**src/rtl/im_boot_loader.sv**
```systemverilog
// Boot loader: turns a length-prefixed little-endian byte stream into consecutive
// instruction-memory writes and holds the CPU in reset until the image is in place.
module im_boot_loader #(
    parameter int                      DATA_SIZE    = 32,
    parameter int                      ADDRESS_SIZE = 32,
    parameter logic [ADDRESS_SIZE-1:0] BASE_ADDR    = '0,
    parameter logic [ADDRESS_SIZE-1:0] ADDR_STEP    = ADDRESS_SIZE'(4),
    parameter int                      MAX_WORDS    = 1024
) (
    input  logic                    clock,
    input  logic                    reset_n,
    input  logic                    start,
    input  logic                    in_valid,
    input  logic [7:0]              in_data,
    output logic                    in_ready,
    output logic                    im_write_enable,
    output logic [ADDRESS_SIZE-1:0] im_write_address,
    output logic [DATA_SIZE-1:0]    im_write_data,
    output logic                    cpu_reset_n,
    output logic                    load_done,
    output logic                    load_error,
    output logic [15:0]             words_written
);

    localparam logic [15:0] MAX_LEN = 16'(MAX_WORDS);

    typedef enum logic [2:0] {
        S_IDLE,
        S_LEN_LO,
        S_LEN_HI,
        S_WORD,
        S_WRITE,
        S_DONE,
        S_ERROR
    } state_t;

    state_t                  r_state;
    state_t                  w_state_nxt;

    logic [15:0]             r_len;
    logic [1:0]              r_byte_cnt;
    logic [23:0]             r_word;
    logic [ADDRESS_SIZE-1:0] r_addr;
    logic [ADDRESS_SIZE-1:0] r_wr_addr;
    logic [DATA_SIZE-1:0]    r_wr_data;
    logic [15:0]             r_words;

    logic                    r_in_ready;
    logic                    r_we;
    logic                    r_cpu_rst_n;
    logic                    r_done;
    logic                    r_err;

    logic                    w_xfer;
    logic                    w_start_ok;
    logic [15:0]             w_len_full;

    assign w_xfer     = in_valid && r_in_ready;
    assign w_start_ok = start && ((r_state == S_IDLE) || (r_state == S_DONE) ||
                                  (r_state == S_ERROR));
    assign w_len_full = {in_data, r_len[7:0]};

    always_ff @(posedge clock or negedge reset_n) begin
        if (!reset_n) r_state <= S_IDLE;
        else          r_state <= w_state_nxt;
    end

    always_comb begin
        w_state_nxt = r_state;
        case (r_state)
            S_IDLE, S_DONE, S_ERROR: begin
                if (start) w_state_nxt = S_LEN_LO;
            end
            S_LEN_LO: begin
                if (w_xfer) w_state_nxt = S_LEN_HI;
            end
            S_LEN_HI: begin
                if (w_xfer) begin
                    if (w_len_full == 16'd0)       w_state_nxt = S_DONE;
                    else if (w_len_full > MAX_LEN) w_state_nxt = S_ERROR;
                    else                           w_state_nxt = S_WORD;
                end
            end
            S_WORD: begin
                if (w_xfer && (r_byte_cnt == 2'd3)) w_state_nxt = S_WRITE;
            end
            S_WRITE: begin
                if (r_words + 16'd1 == r_len) w_state_nxt = S_DONE;
                else                          w_state_nxt = S_WORD;
            end
            default: w_state_nxt = S_IDLE;
        endcase
    end

    always_ff @(posedge clock or negedge reset_n) begin
        if (!reset_n) begin
            r_len      <= '0;
            r_byte_cnt <= '0;
            r_word     <= '0;
            r_addr     <= BASE_ADDR;
            r_wr_addr  <= BASE_ADDR;
            r_wr_data  <= '0;
            r_words    <= '0;
        end else begin
            if (w_start_ok) begin
                r_words    <= '0;
                r_addr     <= BASE_ADDR;
                r_byte_cnt <= '0;
            end
            if (w_xfer && (r_state == S_LEN_LO)) r_len[7:0]  <= in_data;
            if (w_xfer && (r_state == S_LEN_HI)) r_len[15:8] <= in_data;
            if (w_xfer && (r_state == S_WORD)) begin
                r_byte_cnt <= r_byte_cnt + 2'd1;
                case (r_byte_cnt)
                    2'd0: r_word[7:0]   <= in_data;
                    2'd1: r_word[15:8]  <= in_data;
                    2'd2: r_word[23:16] <= in_data;
                    default: begin
                        // Last byte goes straight into the write port so the strobe
                        // cycle already carries the full word.
                        r_wr_data <= {in_data, r_word};
                        r_wr_addr <= r_addr;
                    end
                endcase
            end
            if (r_state == S_WRITE) begin
                r_addr  <= r_addr + ADDR_STEP;
                r_words <= r_words + 16'd1;
            end
        end
    end

    // Status outputs are registered from the next state so they never glitch.
    always_ff @(posedge clock or negedge reset_n) begin
        if (!reset_n) begin
            r_in_ready  <= 1'b0;
            r_we        <= 1'b0;
            r_cpu_rst_n <= 1'b0;
            r_done      <= 1'b0;
            r_err       <= 1'b0;
        end else begin
            r_in_ready  <= (w_state_nxt == S_LEN_LO) || (w_state_nxt == S_LEN_HI) ||
                           (w_state_nxt == S_WORD);
            r_we        <= (w_state_nxt == S_WRITE);
            r_cpu_rst_n <= (w_state_nxt == S_DONE);
            r_done      <= (w_state_nxt == S_DONE);
            r_err       <= (w_state_nxt == S_ERROR);
        end
    end

    assign in_ready         = r_in_ready;
    assign im_write_enable  = r_we;
    assign im_write_address = r_wr_addr;
    assign im_write_data    = r_wr_data;
    assign cpu_reset_n      = r_cpu_rst_n;
    assign load_done        = r_done;
    assign load_error       = r_err;
    assign words_written    = r_words;

endmodule

```
**config.mk**
```make
export PLATFORM = sky130hd
export DESIGN_NAME = im_boot_loader
export DESIGN_NICKNAME = d
export VERILOG_FILES = /design/src/rtl/im_boot_loader.sv
export SDC_FILE = /design/constraint.sdc
export NUM_CORES = 1
export LEC_CHECK = 0
export CORE_ASPECT_RATIO = 1.1
export CORE_MARGIN = 5
export CORE_UTILIZATION = 55
export DETAILED_ROUTE_END_ITERATION = 6
export GPL_TIMING_DRIVEN = 0
export PLACE_DENSITY = 0.89
export SYNTH_ARGS = -nofsm -noshare
export SYNTH_HDL_FRONTEND = slang
export SYNTH_SLANG_ARGS = --single-unit
export TNS_END_PERCENT = 20
```
**constraint.sdc**
```tcl
create_clock -name clock -period 2.6 [get_ports clock]
set_input_delay 0.52 -clock clock [delete_from_list [all_inputs] [get_ports clock]]
set_output_delay 0.52 -clock clock [all_outputs]
set_load 0.01 [all_outputs]
```
# After elaboration in Yosys (flattened, before gate mapping)
# Index checks and enable logic that the tools add are counted.
dict set report totals {
  out_inout_bits 85
  wordCells 71
  input_bits 12
  ff_bits 161
}
dict set report op_classes {
  n_mux 14
  n_bitwise 1
  n_addsub 3
  n_eq_ne 16
  n_reduce_logical 21
  order_cmp 1
}
# op count
set op_table {}
lappend op_table {{two-way mux 32 bit} 2}
lappend op_table {{adder 32 x 3 -> 32 bit (second input constant)} 1}
lappend op_table {{two-way mux 16 bit} 2}
lappend op_table {{two-way mux 3 bit} 7}
lappend op_table {{== test 3 bit (second input constant)} 6}
lappend op_table {{adder 16 x 1 -> 16 bit (second input constant)} 1}
lappend op_table {{== test 16 bit} 1}
lappend op_table {{> comparator 16 x 11 -> 1 bit (second input constant)} 1}
lappend op_table {{zero test 16 bit} 1}
lappend op_table {{one-hot mux 3 bit (5 select lines)} 1}
lappend op_table {{== test 3 x 2 -> 1 bit (second input constant)} 4}
lappend op_table {{AND reduction 2 bit} 4}
lappend op_table {{== test 3 x 1 -> 1 bit (second input constant)} 2}
lappend op_table {{logical AND 1 bit} 6}
lappend op_table {{OR reduction 3 bit} 2}
lappend op_table {{== test 2 bit (second input constant)} 2}
lappend op_table {{logical OR 1 bit} 4}
lappend op_table {{two-way mux 2 bit} 2}
lappend op_table {{nonzero test 2 bit} 2}
lappend op_table {{zero test 3 bit} 1}
lappend op_table {{adder 2 x 1 -> 2 bit (second input constant)} 1}
lappend op_table {{== test 2 x 1 -> 1 bit (second input constant)} 1}
lappend op_table {{zero test 2 bit} 1}
lappend op_table {{NOT 1 bit} 1}

# Depth between registers and ports, before layout
# Gate-level depths: netlist of run 1.
dict set report depth {
  word_depth 8
  ltp_mapped 8
  depth_no_buf 7
}

# Worst setup path after synthesis of run 1
# No wires, ideal clock.
dict set report synth_timing {
  path_kind {register to register}
  startpoint {register r_words[0], in the netlist words_written[0]}
  endpoint {register r_in_ready, in the netlist in_ready}
  slack_ps 431
  arrival_time_ps 2028
  path_stages_with_launch 8
  setup_ps 141
  n_path_buf 0
  required_time_ps 2459
  period_less_slack_ps 2169
  path_cell_list {dfrtp_1 ha_1 nand3_2 nor3_2 xnor2_1 a211o_1 nor4_4 a211oi_1}
}
dict set report synth_via {
  elab_chain_len 7
  elab_cells_between_ends 9
  classes_between {add/sub: 1; eq/ne: 4; mux: 2; reduce/logical: 2}
}
# item line
set synth_lines {}
lappend synth_lines {{start, declared} 46} ;# logic [15:0] r_words;
lappend synth_lines {{start signal, assigned} 128} ;# r_words <= r_words + 16'd1;
lappend synth_lines {{adder 16 x 1 -> 16 bit (*)} 88} ;# if (r_words + 16'd1 == r_len) w_state_nxt = S_DONE;
lappend synth_lines {{== test 16 bit (*)} 88}
lappend synth_lines {{two-way mux 3 bit (*)} 88}
lappend synth_lines {{one-hot mux 3 bit (5 select lines) (*)} 70} ;# case (r_state)
lappend synth_lines {{== test 3 x 1 -> 1 bit or == test 3 x 2 -> 1 bit (tied branches)} 142} ;# r_in_ready <= (w_state_nxt == S_LEN_LO) || (w_state_nxt == S_LEN_HI) ||
lappend synth_lines {{logical OR 1 bit} 142}
lappend synth_lines {{logical OR 1 bit (*)} 142}
lappend synth_lines {{end signal, assigned} 142}
lappend synth_lines {{end, declared} 48} ;# logic r_in_ready;
# Every way passes the cells marked *; elsewhere a longest branch is shown, timed or not.
# A chain may end at the register's enable or synchronous reset.

# Worst setup path after layout of run 1
dict set report layout_timing {
  startpoint {register r_state[1]}
  endpoint {register r_words[6], in the netlist words_written[6]}
}
dict set report layout_via {
  elab_chain_len 5
  elab_cells_between_ends 9
  classes_between {eq/ne: 3; mux: 1; reduce/logical: 5}
}
# item line
set layout_lines {}
lappend layout_lines {{start, declared} 37} ;# state_t r_state;
lappend layout_lines {{start signal, assigned} 65} ;# else r_state <= w_state_nxt;
lappend layout_lines {{== test 3 bit or zero test 3 bit (tied branches)} 59} ;# assign w_start_ok = start && ((r_state == S_IDLE) || (r_state == S_DONE) ||
lappend layout_lines {{logical OR 1 bit (2 in series)} 59}
lappend layout_lines {{logical AND 1 bit} 59}
lappend layout_lines {{nonzero test 2 bit (no line)} -}
# Several ways; a longest one is shown, not always the timed one.

==> metrics.md, run 1 <==
| Metric | Value |
|---|---|
| Synthesized netlist cell count | 601 |
| Req. time, crit path | approximately 2.9 ns |
| Unrepaired setup endpoints after global routing | yes |
| Largest net degree at the start of global routing | around 100 |
| Syn_area_per_cell | approximately 12 sq um |
| # nets final | between 700 and 800 |
| Combinational share of power | 0.228 |
| DIE HEIGHT | 129.1 um |
| Worst-path clk slew | around 0.060 ns |
| Crit Reg-Reg Endpoint | words_written[6] |
| Number of diodes | 0 |
| Final setup vio count | 0 |
| R2R cell count | 8 |
| Sw Pwr | between 2000 and 2500 uW |
| Hold buffers post-CTS | 0 |
| GRT Total Usage | 0.2273 |
| IO Port Bufs | between 90 and 100 |
| Vias in the first global route | between 5000 and 6000 |
| CP startpoint kind | flop |
| Relative slew slack | 0.4637 |
| DP HPWL | ~12000 um |
| R2R Setup Slk | approximately 0.11 ns |
| Area grow syn2layout | 24.40% |
| Initial Utilization | 0.5608 |
| Worst vdd ir | 0.4844 mV |
| CTS buffer count | 17 |
| # IOs | slightly below 100 |
| Post-route setup slack | 0.1058 ns |
| FP Rows | 43 |
| Crit path time final | roughly 2.5 ns |
| Share of layout cells above drive strength 1 | 0.2102 |
| Internal | 4945 uW |
| Synth warn | 0 |
| Core Box Area | between 0.01 and 0.015 sq mm |
| Sw frac | 0.2968 |
| Lkg Pwr | between 0.003 and 0.004 uW |
| Initial antenna violation count | 0 |
| Final Hold Viols | 0 |
| Status | completed |
| Die width | around 120 um |
| Routed Antenna Nets | 0 |
| Fillers | roughly 900 |
| Pwr dens | roughly 800 mW/mm^2 |
| Detailed-route via count | approximately 5200 |
| Avg WL per Cell | 18.87 um |
| Drt total wl | approximately 17000 um |
| Worst-case clock buffer depth | 2 |
| Clk network pwr share | 0.329 |
| Worst-Margin Slew | 0.7970 ns |
| FF-to-FF Start | r_state[1] |
| Hold Slack | ~0.047 ns |
| Main synth FF type | dfrtp_1 |
| Via density | 5.925 |
| First-pass GRT wire length | 27810 um |
| GRT overflow | 0 |
| Sequential share of power | 0.443 |
| CTS tree | yes |
| Post-synthesis sequential area ratio | 0.5541 |
| DRT iter0 DRCs | about 330 |
| Ys async rst share | 1.000 |
| Worst skew pair latency | between 0.4 and 0.5 ns |
| Crit end category | flop |
| Max-Cap Viols | 0 |
| Fin area | 0.008821 sq mm |
| Placement Cell Area | between 0.008 and 0.009 sq mm |
| Fmax | approximately 400 MHz |
| Netlist Area Pre-Place | between 0.007 and 0.008 sq mm |
| Fin. max-slew vios | 0 |
| Routability-driven placement congestion ratio | between 0.8 and 0.9 |
| Final Cycle Share | 0.9593 |
| Worst EP arrival | between 2 and 3 ns |
| DRC viols | 0 |
| Worst hold path type | in -> async |
| CTS sink count | between 150 and 200 |
| CP max FO | 10 |
| Root buffer cell | clkbuf_16 |
| Yosys reg bits | 157 |
| DR pass1 iterations | 5 |
| Post-synth cell types | 50 |
| Number of synthesized flops with an enable pin | 0 |
| H-tree depth | 4 |
| Worst-case clock skew | just under 0.008 ns |
| Place WS | -0.2756 ns |
| Critical path class | reg -> reg |
| Total Die Area | between 0.015 and 0.02 sq mm |
==> power groups by stage <==
stage / clock network (uW) / logic, uW / registers (uW)
floorplan: 0 / 1070 / 3090
global placement: 0 / 1500 / 3110
detailed placement: 0 / 1580 / 3140
CTS: 2360 / 1600 / 3110
global route: 2460 / 1760 / 3160
finish: 2310 / 1600 / 3110
==> layout by cell type (no fill, tap or decap), types with 3 or more instances in the layout <==
cell type,n
clkbuf_1,19
nand2_1,54
a211o_1,4
nor2_1,23
buf_2,10
nor4_1,7
o211ai_1,5
buf_4,4
nor3_1,6
xnor2_1,20
dfrtp_1,156
clkinvlp_4,3
o21ai_1,24
and2_1,4
xor2_1,7
o21ai_0,33
inv_1,5
a31oi_1,9
clkdlybuf4s50_1,92
and4_1,4
nand4_1,9
a22o_1,3
clkbuf_16,17
nand3_1,31
ha_1,6
o31ai_1,9
clkinv_2,4
mux2_2,97
and3_1,10
mux2_1,5
a21oi_1,6
mux2i_1,3
==> cell type report <==
class | count | area (sq um) | share of cell area
buffer | 31 | 145.1 | 0.01645
clock inverter | 10 | 90.09 | 0.01021
sequential | 157 | 3930 | 0.4455
clock buffer | 22 | 464.2 | 0.05262
tap | 157 | 196.4 | 0.02227
multi-input combinational | 409 | 3017 | 0.3420
inverter | 5 | 18.77 | 0.002128
timing repair buffer | 94 | 959.7 | 0.1088
==> worst max-delay path, stage by stage, from the launching register on <==
cell and delay, ns:
dfrtp_1 0.39, clkbuf_1 0.22, o21ba_1 0.23, a211o_1 0.40
and2_1 0.24, clkbuf_1 0.24, clkbuf_2 0.30, o21ai_0 0.24
o41ai_1 0.10
==> registers in the layout, summed over array words and instances (netlist names) <==
register	cells
in_ready	1
im_write_data	32
im_write_address	30
r_state	3
r_len	16
r_word	24
r_addr	30
load_done	1
r_byte_cnt	2
load_error	1
im_write_enable	1
words_written	16
==> logic make-up (layout without fill, tap and decap cells) <==
kind of cell / count (synthesis) / after routing / synth area share
simple gates: 165 / 165 / 0.1230
flops: 157 / 157 / 0.5541
mux: 105 / 105 / 0.1662
compound gates: 104 / 104 / 0.08929
buf+inv: 36 / 162 / 0.02294
xor+xnor: 27 / 27 / 0.03335
fa+ha+maj: 6 / 6 / 0.01059
other cells: 1 / 2 / 0.0005289
==> layer usage <==
metal / wire, um / GRT usage
met3: 1106 / 0.06897
met1: 6766 / 0.2727
met2: 8338 / 0.3790
met4: 486 / 0.1073
met5: 0 / 0
==> what timing repair did <==
| action | in CTS | in global routing |
|---|---|---|
| gates resized for setup | 2 | 3 |
| gates cloned | 0 | 0 |
| setup endpoints to repair | 10 | 7 |
| setup buffers | 0 | 0 |
==> Yosys cell counts (4+ instances only) <==
cell / number / area share
a211o_1: 4 / 0.0049
a21oi_1: 6 / 0.0042
a31oi_1: 9 / 0.0079
and2_1: 4 / 0.0035
and3_1: 10 / 0.0088
and4_1: 4 / 0.0049
buf_2: 10 / 0.0071
buf_4: 4 / 0.0042
clkbuf_1: 17 / 0.0090
dfrtp_1: 157 / 0.55
ha_1: 6 / 0.011
inv_1: 5 / 0.0026
mux2_1: 5 / 0.0079
mux2_2: 97 / 0.15
nand2_1: 54 / 0.029
nand3_1: 31 / 0.022
nand4_1: 9 / 0.0079
nor2_1: 24 / 0.013
nor3_1: 7 / 0.0049
nor4_1: 7 / 0.0062
o211ai_1: 5 / 0.0053
o21ai_0: 33 / 0.023
o21ai_1: 24 / 0.017
o31ai_1: 9 / 0.0095
xnor2_1: 20 / 0.025
xor2_1: 7 / 0.0086
==> how the worst max path moves through the flow <==
stage                     start  cells past startpoint  slack, ns                 to
2_1_floorplan  words_written[0]                      7       0.43           in_ready
3_3_place_gp            reset_n                      1      -4.89  im_write_data[24]
3_5_place_dp           in_valid                      5      -0.28  im_write_data[29]
4_1_cts        words_written[0]                      7       0.11           in_ready
5_1_grt              r_state[1]                      8      -0.02   words_written[6]
6_report             r_state[1]                      8       0.11   words_written[6]
==> stage by stage <==
| stage | instances | util | setup TNS, ns | total power, uW |
|---|---|---|---|---|
| final | 885 | 0.6977 | 0 | 7032 |
| after global routing | 885 | 0.6977 | -0.02150 | 7384 |
| after CTS | 885 | 0.6967 | 0 | 7072 |
| after detailed placement | 853 | 0.6525 | -14.96 | 4725 |
| after global placement | 852 | 0.6503 | -779.94 | 4606 |
| after floorplan | 602 | - | 0 | 4156 |
(Power assumes the default switching activity.)
==> inputs of run 2 (changes only) <==
==> constraint.sdc (replaced) <==
create_clock -name clock -period 2.4 [get_ports clock]
set_input_delay 0.48 -clock clock [delete_from_list [all_inputs] [get_ports clock]]
set_output_delay 0.48 -clock clock [all_outputs]
set_load 0.01 [all_outputs]
==> run 2 against run 1 <==
  * Non-clock buffer count is 2 lower
  * Largest cell class unchanged
  * Clock-buffer cell count stayed put
  * Core utilization is 0.18 points higher
  * Wire length is 0.28% higher
  * Via count is 0.38% lower
  * Critical endpoint unchanged
  * Sequential power is 9.3% higher
  * Die area stayed put
  * Final cell count is 0.23% lower
  * Sequential share of layout area is 0.11 points lower
  * Highest routed layer unchanged
  * Maximum frequency is 8.3% higher
  * Sequential cell count stayed put
==> metrics.md, run 2 (synthesis gave the netlist of run 1 again) <==
| Metric | Value |
|---|---|
| Combinational share of power | 0.224 |
| FF-to-FF Start | r_state[1] |
| Worst-case clock skew | roughly 0.0079 ns |
| Vias in the first global route | 5559 |
| Placement Cell Area | between 0.008 and 0.009 sq mm |
| Worst skew pair latency | about 0.42 ns |
| Initial antenna violation count | 0 |
| Internal | roughly 5400 uW |
| Sw frac | 0.2969 |
| Sequential share of power | 0.446 |
| Hold Slack | ~0.0076 ns |
| Share of layout cells above drive strength 1 | 0.2204 |
| First-pass GRT wire length | about 28000 um |
| Avg WL per Cell | approximately 19 um |
| # nets final | 731 |
| # IOs | 97 |
| Via density | 5.916 |
| Crit end category | flop |
| Worst-case clock buffer depth | 2 |
| Worst hold path type | in -> async |
| Core Box Area | between 0.01 and 0.015 sq mm |
| DIE HEIGHT | between 100 and 150 um |
| Req. time, crit path | roughly 2.7 ns |
| Sw Pwr | 2264 uW |
| CTS buffer count | 17 |
| Post-route setup slack | 0.09659 ns |
| Most frequent cells in the layout | 156 x dfrtp_1, 97 x mux2_2, 92 x clkdlybuf4s50_1 |
| Detailed-route via count | 5224 |
| Lkg Pwr | 0.004014 uW |
| Relative slew slack | 0.4490 |
| Crit path time final | around 2.3 ns |
| Final setup vio count | 0 |
| Status | completed |
| Fmax | between 400 and 500 MHz |
| Drt total wl | about 17000 um |
| Clk network pwr share | 0.330 |
| Die width | ~120 um |
| Worst vdd ir | approximately 0.52 mV |
| CTS sink count | roughly 160 |
| GRT overflow | 0 |
| Critical path origin | r_state[1] |
| Final Cycle Share | 0.9598 |
| Worst-Margin Slew | 0.8189 ns |
| Number of diodes | 0 |
| Largest register FFs | 32 |
| Fillers | slightly above 900 |
| Root buffer cell | clkbuf_16 |
| IO Port Bufs | slightly above 90 |
| CTS tree | yes |
| Pwr dens | approximately 860 mW/mm^2 |
| Area grow syn2layout | 24.72% |
| Unrepaired setup endpoints after global routing | no |
| Max-Cap Viols | 0 |
| Largest net degree at the start of global routing | between 100 and 150 |
| CP max FO | 10 |
| DR pass1 iterations | 5 |
| FP Rows | 43 |
| Place WS | -0.4356 ns |
| Total Die Area | about 0.015 sq mm |
| Fin. max-slew vios | 0 |
| Fin area | slightly below 0.009 sq mm |
| Final Hold Viols | 0 |
| Critical path class | reg -> reg |
| H-tree depth | 4 |
| Routability-driven placement congestion ratio | 0.8664 |
| DRT iter0 DRCs | 355 |
| Worst EP arrival | 2.60 ns |
| Commonest non-fill, non-tap cell in the layout | dfrtp_1 |
| DP HPWL | approximately 12000 um |
| CP startpoint kind | flop |
| Initial Utilization | 0.5608 |
| DRC viols | 0 |
| Worst-path clk slew | 0.06 ns |
| GRT Total Usage | 0.2273 |
| Setup bufs post-CTS | 0 |
| Routed Antenna Nets | 0 |
==> run 2: routing by layer <==
| metal | wire length [um] | global-route usage | part of all wire | up-vias |
|---|---|---|---|---|
| met5 | 0 | 0 | 0 | - |
| met4 | 447 | 0.1019 | 0.027 | 0 |
| met3 | 1033 | 0.06766 | 0.062 | 39 |
| met2 | 8383 | 0.3817 | 0.50 | 182 |
| met1 | 6879 | 0.2733 | 0.41 | 2604 |
| li1 | - | - | - | 2399 |
==> run 2: area by class of cell <==
type | count | area, sq um | area share
Sequential cell | 157 | 3930 | 0.4444
Multi-Input combinational cell | 409 | 3038 | 0.3435
Timing Repair Buffer | 94 | 959.7 | 0.1085
Clock buffer | 22 | 464.2 | 0.05249
Tap cell | 157 | 196.4 | 0.02221
Buffer | 29 | 146.4 | 0.01655
Clock inverter | 10 | 90.09 | 0.01019
Inverter | 5 | 18.77 | 0.002122
==> run 2: path summary, 6_finish.rpt <==
path / to / slack (ns) / depth (start not counted)
max: words_written[6] / 0.1 / 8
min: im_write_address[3] / 0.008 / 1
max reg2reg: words_written[6] / 0.1 / 8
min reg2reg: im_write_address[11] / 0.48 / 1
max in group asynchronous: im_write_data[25] / 1.55 / 2
min in group clock: im_write_address[11] / 0.48 / 1
==> run 2: worst max-delay path, cell delays in order (launching register included) <==
cell and delay (ns):
dfrtp_1 0.39, clkbuf_2 0.19, o21ba_1 0.21, a211o_1 0.40
and2_1 0.24, clkbuf_2 0.19, clkbuf_4 0.24, o21ai_0 0.21
o41ai_1 0.10
==> run 2: power by group through the flow <==
stage          sequential, uW  clock (uW)  combinational, uW
6_report                 3400        2510               1710
5_1_grt                  3450        2670               1880
4_1_cts                  3370        2560               1750
3_5_place_dp             3410           0               1710
3_3_place_gp             3370           0               1620
2_1_floorplan            3350           0               1160
==> run 2: per-stage QoR <==
| step | cells | utilization | TNS [ns] | power, uW |
|---|---|---|---|---|
| after floorplan | 602 | - | 0 | 4503 |
| after global placement | 852 | 0.6503 | -816.46 | 4990 |
| after detailed placement | 853 | 0.6525 | -26.43 | 5119 |
| after CTS | 885 | 0.6971 | -0.009352 | 7670 |
| after global routing | 883 | 0.6995 | 0 | 8001 |
| final | 883 | 0.6995 | 0 | 7627 |
==> run 2: what timing repair did <==
action | CTS | global route
resized for setup | 5 | 14
setup endpoints to repair | 73 | 83
pin swaps | 0 | 1
hold buffers | 0 | 0
gates cloned | 0 | 0
==> inputs of run 3 (changes only) <==
--- a/config.mk
+++ b/config.mk
@@ -8,9 +8,11 @@
 export CORE_ASPECT_RATIO = 1.1
 export CORE_MARGIN = 5
 export CORE_UTILIZATION = 55
+export CTS_CLUSTER_DIAMETER = 200
 export DETAILED_ROUTE_END_ITERATION = 6
 export GPL_TIMING_DRIVEN = 0
 export PLACE_DENSITY = 0.89
+export RECOVER_POWER = 25
 export SYNTH_ARGS = -nofsm -noshare
 export SYNTH_HDL_FRONTEND = slang
 export SYNTH_SLANG_ARGS = --single-unit
==> run 3 against run 2 <==
  * Register-to-register slack about the same
  * Clock power hardly changed
  * Final area fell by 0.25%
  * Sequential cell count stayed put
  * Clock skew down 0.00085 ns
  * Setup slack gained 0.0072 ns
  * Worst hold slack improved by 0.33 ns
  * Power about the same
  * Core utilization down 0.18 points
  * Critical path type unchanged
  * Largest power group unchanged
==> metrics.md, run 3 (synthesis gave the netlist of run 1 again) <==
| Metric | Value |
|---|---|
| DP HPWL | 11680 um |
| Crit end category | flop |
| DIE HEIGHT | 129.1 um |
| Placement Cell Area | between 0.008 and 0.009 sq mm |
| Final setup vio count | 0 |
| Crit path time final | ~2.3 ns |
| Critical path class | reg -> reg |
| GRT overflow | 0 |
| Worst-Margin Slew | 1.293 ns |
| H-tree depth | 4 |
| Final Cycle Share | 0.9568 |
| Fin area | 0.008821 sq mm |
| CTS buffer count | 17 |
| Pwr dens | 864.7 mW/mm^2 |
| FP Rows | 43 |
| Status | completed |
| Setup_tns | 0 ns |
| Largest register FFs | 32 |
| CP max FO | 10 |
| # IOs | a little under 100 |
| Avg WL per Cell | around 19 um |
| GRT Total Usage | 0.2273 |
| DRC viols | 0 |
| CP startpoint kind | flop |
| # nets final | between 700 and 800 |
| Unrepaired setup endpoints after global routing | no |
| IO Port Bufs | 93 |
| Initial antenna violation count | 0 |
| Fmax | ~440 MHz |
| CTS sink count | around 160 |
| Worst vdd ir | ~0.52 mV |
| Worst-case clock skew | 0.007018 ns |
| Initial Utilization | 0.5608 |
| Lkg Pwr | between 0.004 and 0.005 uW |
| Commonest non-fill, non-tap cell in the layout | dfrtp_1 |
| Most frequent cells in the layout | 156 x dfrtp_1, 97 x mux2_2, 92 x clkdlybuf4s50_1 |
| R2R cell count | 8 |
| Routability-driven placement congestion ratio | 0.8664 |
| Max-Cap Viols | 0 |
| Die width | 118.3 um |
| Req. time, crit path | about 2.7 ns |
| First-pass GRT wire length | around 28000 um |
| Routed Antenna Nets | 0 |
| Worst hold path type | in -> async |
| Post-route setup slack | 0.1038 ns |
| Worst-case clock buffer depth | 2 |
| Root buffer cell | clkbuf_16 |
| Total Die Area | approximately 0.015 sq mm |
| Worst skew pair latency | between 0.4 and 0.5 ns |
| Worst-path clk slew | approximately 0.06 ns |
| Share of layout cells above drive strength 1 | 0.2204 |
| DR pass1 iterations | 5 |
| Setup bufs post-CTS | 0 |
| Fin. max-slew vios | 0 |
| DRT iter0 DRCs | 396 |
| Via density | 5.960 |
| Number of diodes | 0 |
| Drt total wl | around 17000 um |
| Place WS | -0.4356 ns |
| Relative slew slack | 0.1382 |
| Final Hold Viols | 0 |
| Core Box Area | 0.01264 sq mm |
| Vias in the first global route | approximately 5600 |
| Detailed-route via count | 5263 |
| CTS tree | yes |
| Worst EP arrival | ~2.6 ns |
| Area grow syn2layout | 24.40% |
| Largest net degree at the start of global routing | between 100 and 150 |
| Final Util | 0.6977 |
-- run 3: cell types whose count changed in the layout (fill, tap and decap cells not counted) --
cell      delta
buf_16       -1
clkbuf_2     +1
-- run 3: layer usage --
metal  vias up  track usage  wire length (um)
li1       2394            -                 -
met1      2636       0.2733              6805
met2       195       0.3817              8457
met3        38      0.06766              1053
met4         0       0.1019               459
met5         -            0                 0
-- run 3: power breakdown --
| part | internal [uW] | switching [uW] |
|---|---|---|
| combinational | 827 | 884 |
| clock | 1480 | 1040 |
| sequential | 3060 | 348 |
-- run 3: worst max-delay path: stages (launching register included) --
cell      delay (ns)
dfrtp_1         0.39
clkbuf_2        0.19
o21ba_1         0.21
a211o_1         0.40
and2_1          0.24
clkbuf_2        0.20
clkbuf_4        0.24
o21ai_0         0.20
o41ai_1         0.10
-- run 3: metrics by stage --
step,total power (uW),hold WS [ns],instances
6_report,7627,0.3329,883
5_1_grt,7996,0.4598,883
4_1_cts,7670,0.01679,885
3_3_place_gp,4990,0.4667,852
2_1_floorplan,4503,0.1844,602
3_5_place_dp,5119,0.4626,853
-- run 3: cell type report --
type	instances	area, sq um
Timing Repair Buffer	94	937.1
Inverter	5	18.77
Buffer	29	146.4
Sequential cell	157	3930
Multi-Input combinational cell	409	3038
Fill cell	909	3822
Clock inverter	10	90.09
Tap cell	157	196.4
Clock buffer	22	464.2
-- run 3: path summary, 6_finish.rpt --
check	start	to	slack, ns
max	r_state[1]	words_written[6]	0.10
min	reset_n	im_write_address[3]	0.33
max reg2reg	r_state[1]	words_written[6]	0.10
min reg2reg	im_write_address[11]	im_write_address[11]	0.48
max in group asynchronous	reset_n	words_written[0]	0.52
min in group clock	im_write_address[11]	im_write_address[11]	0.48
-- run 3: what timing repair did --
item | CTS | global route
hold buffers | 0 | 0
setup endpoints to repair | 73 | 83
gates resized for setup | 5 | 14
pin swaps | 0 | 1
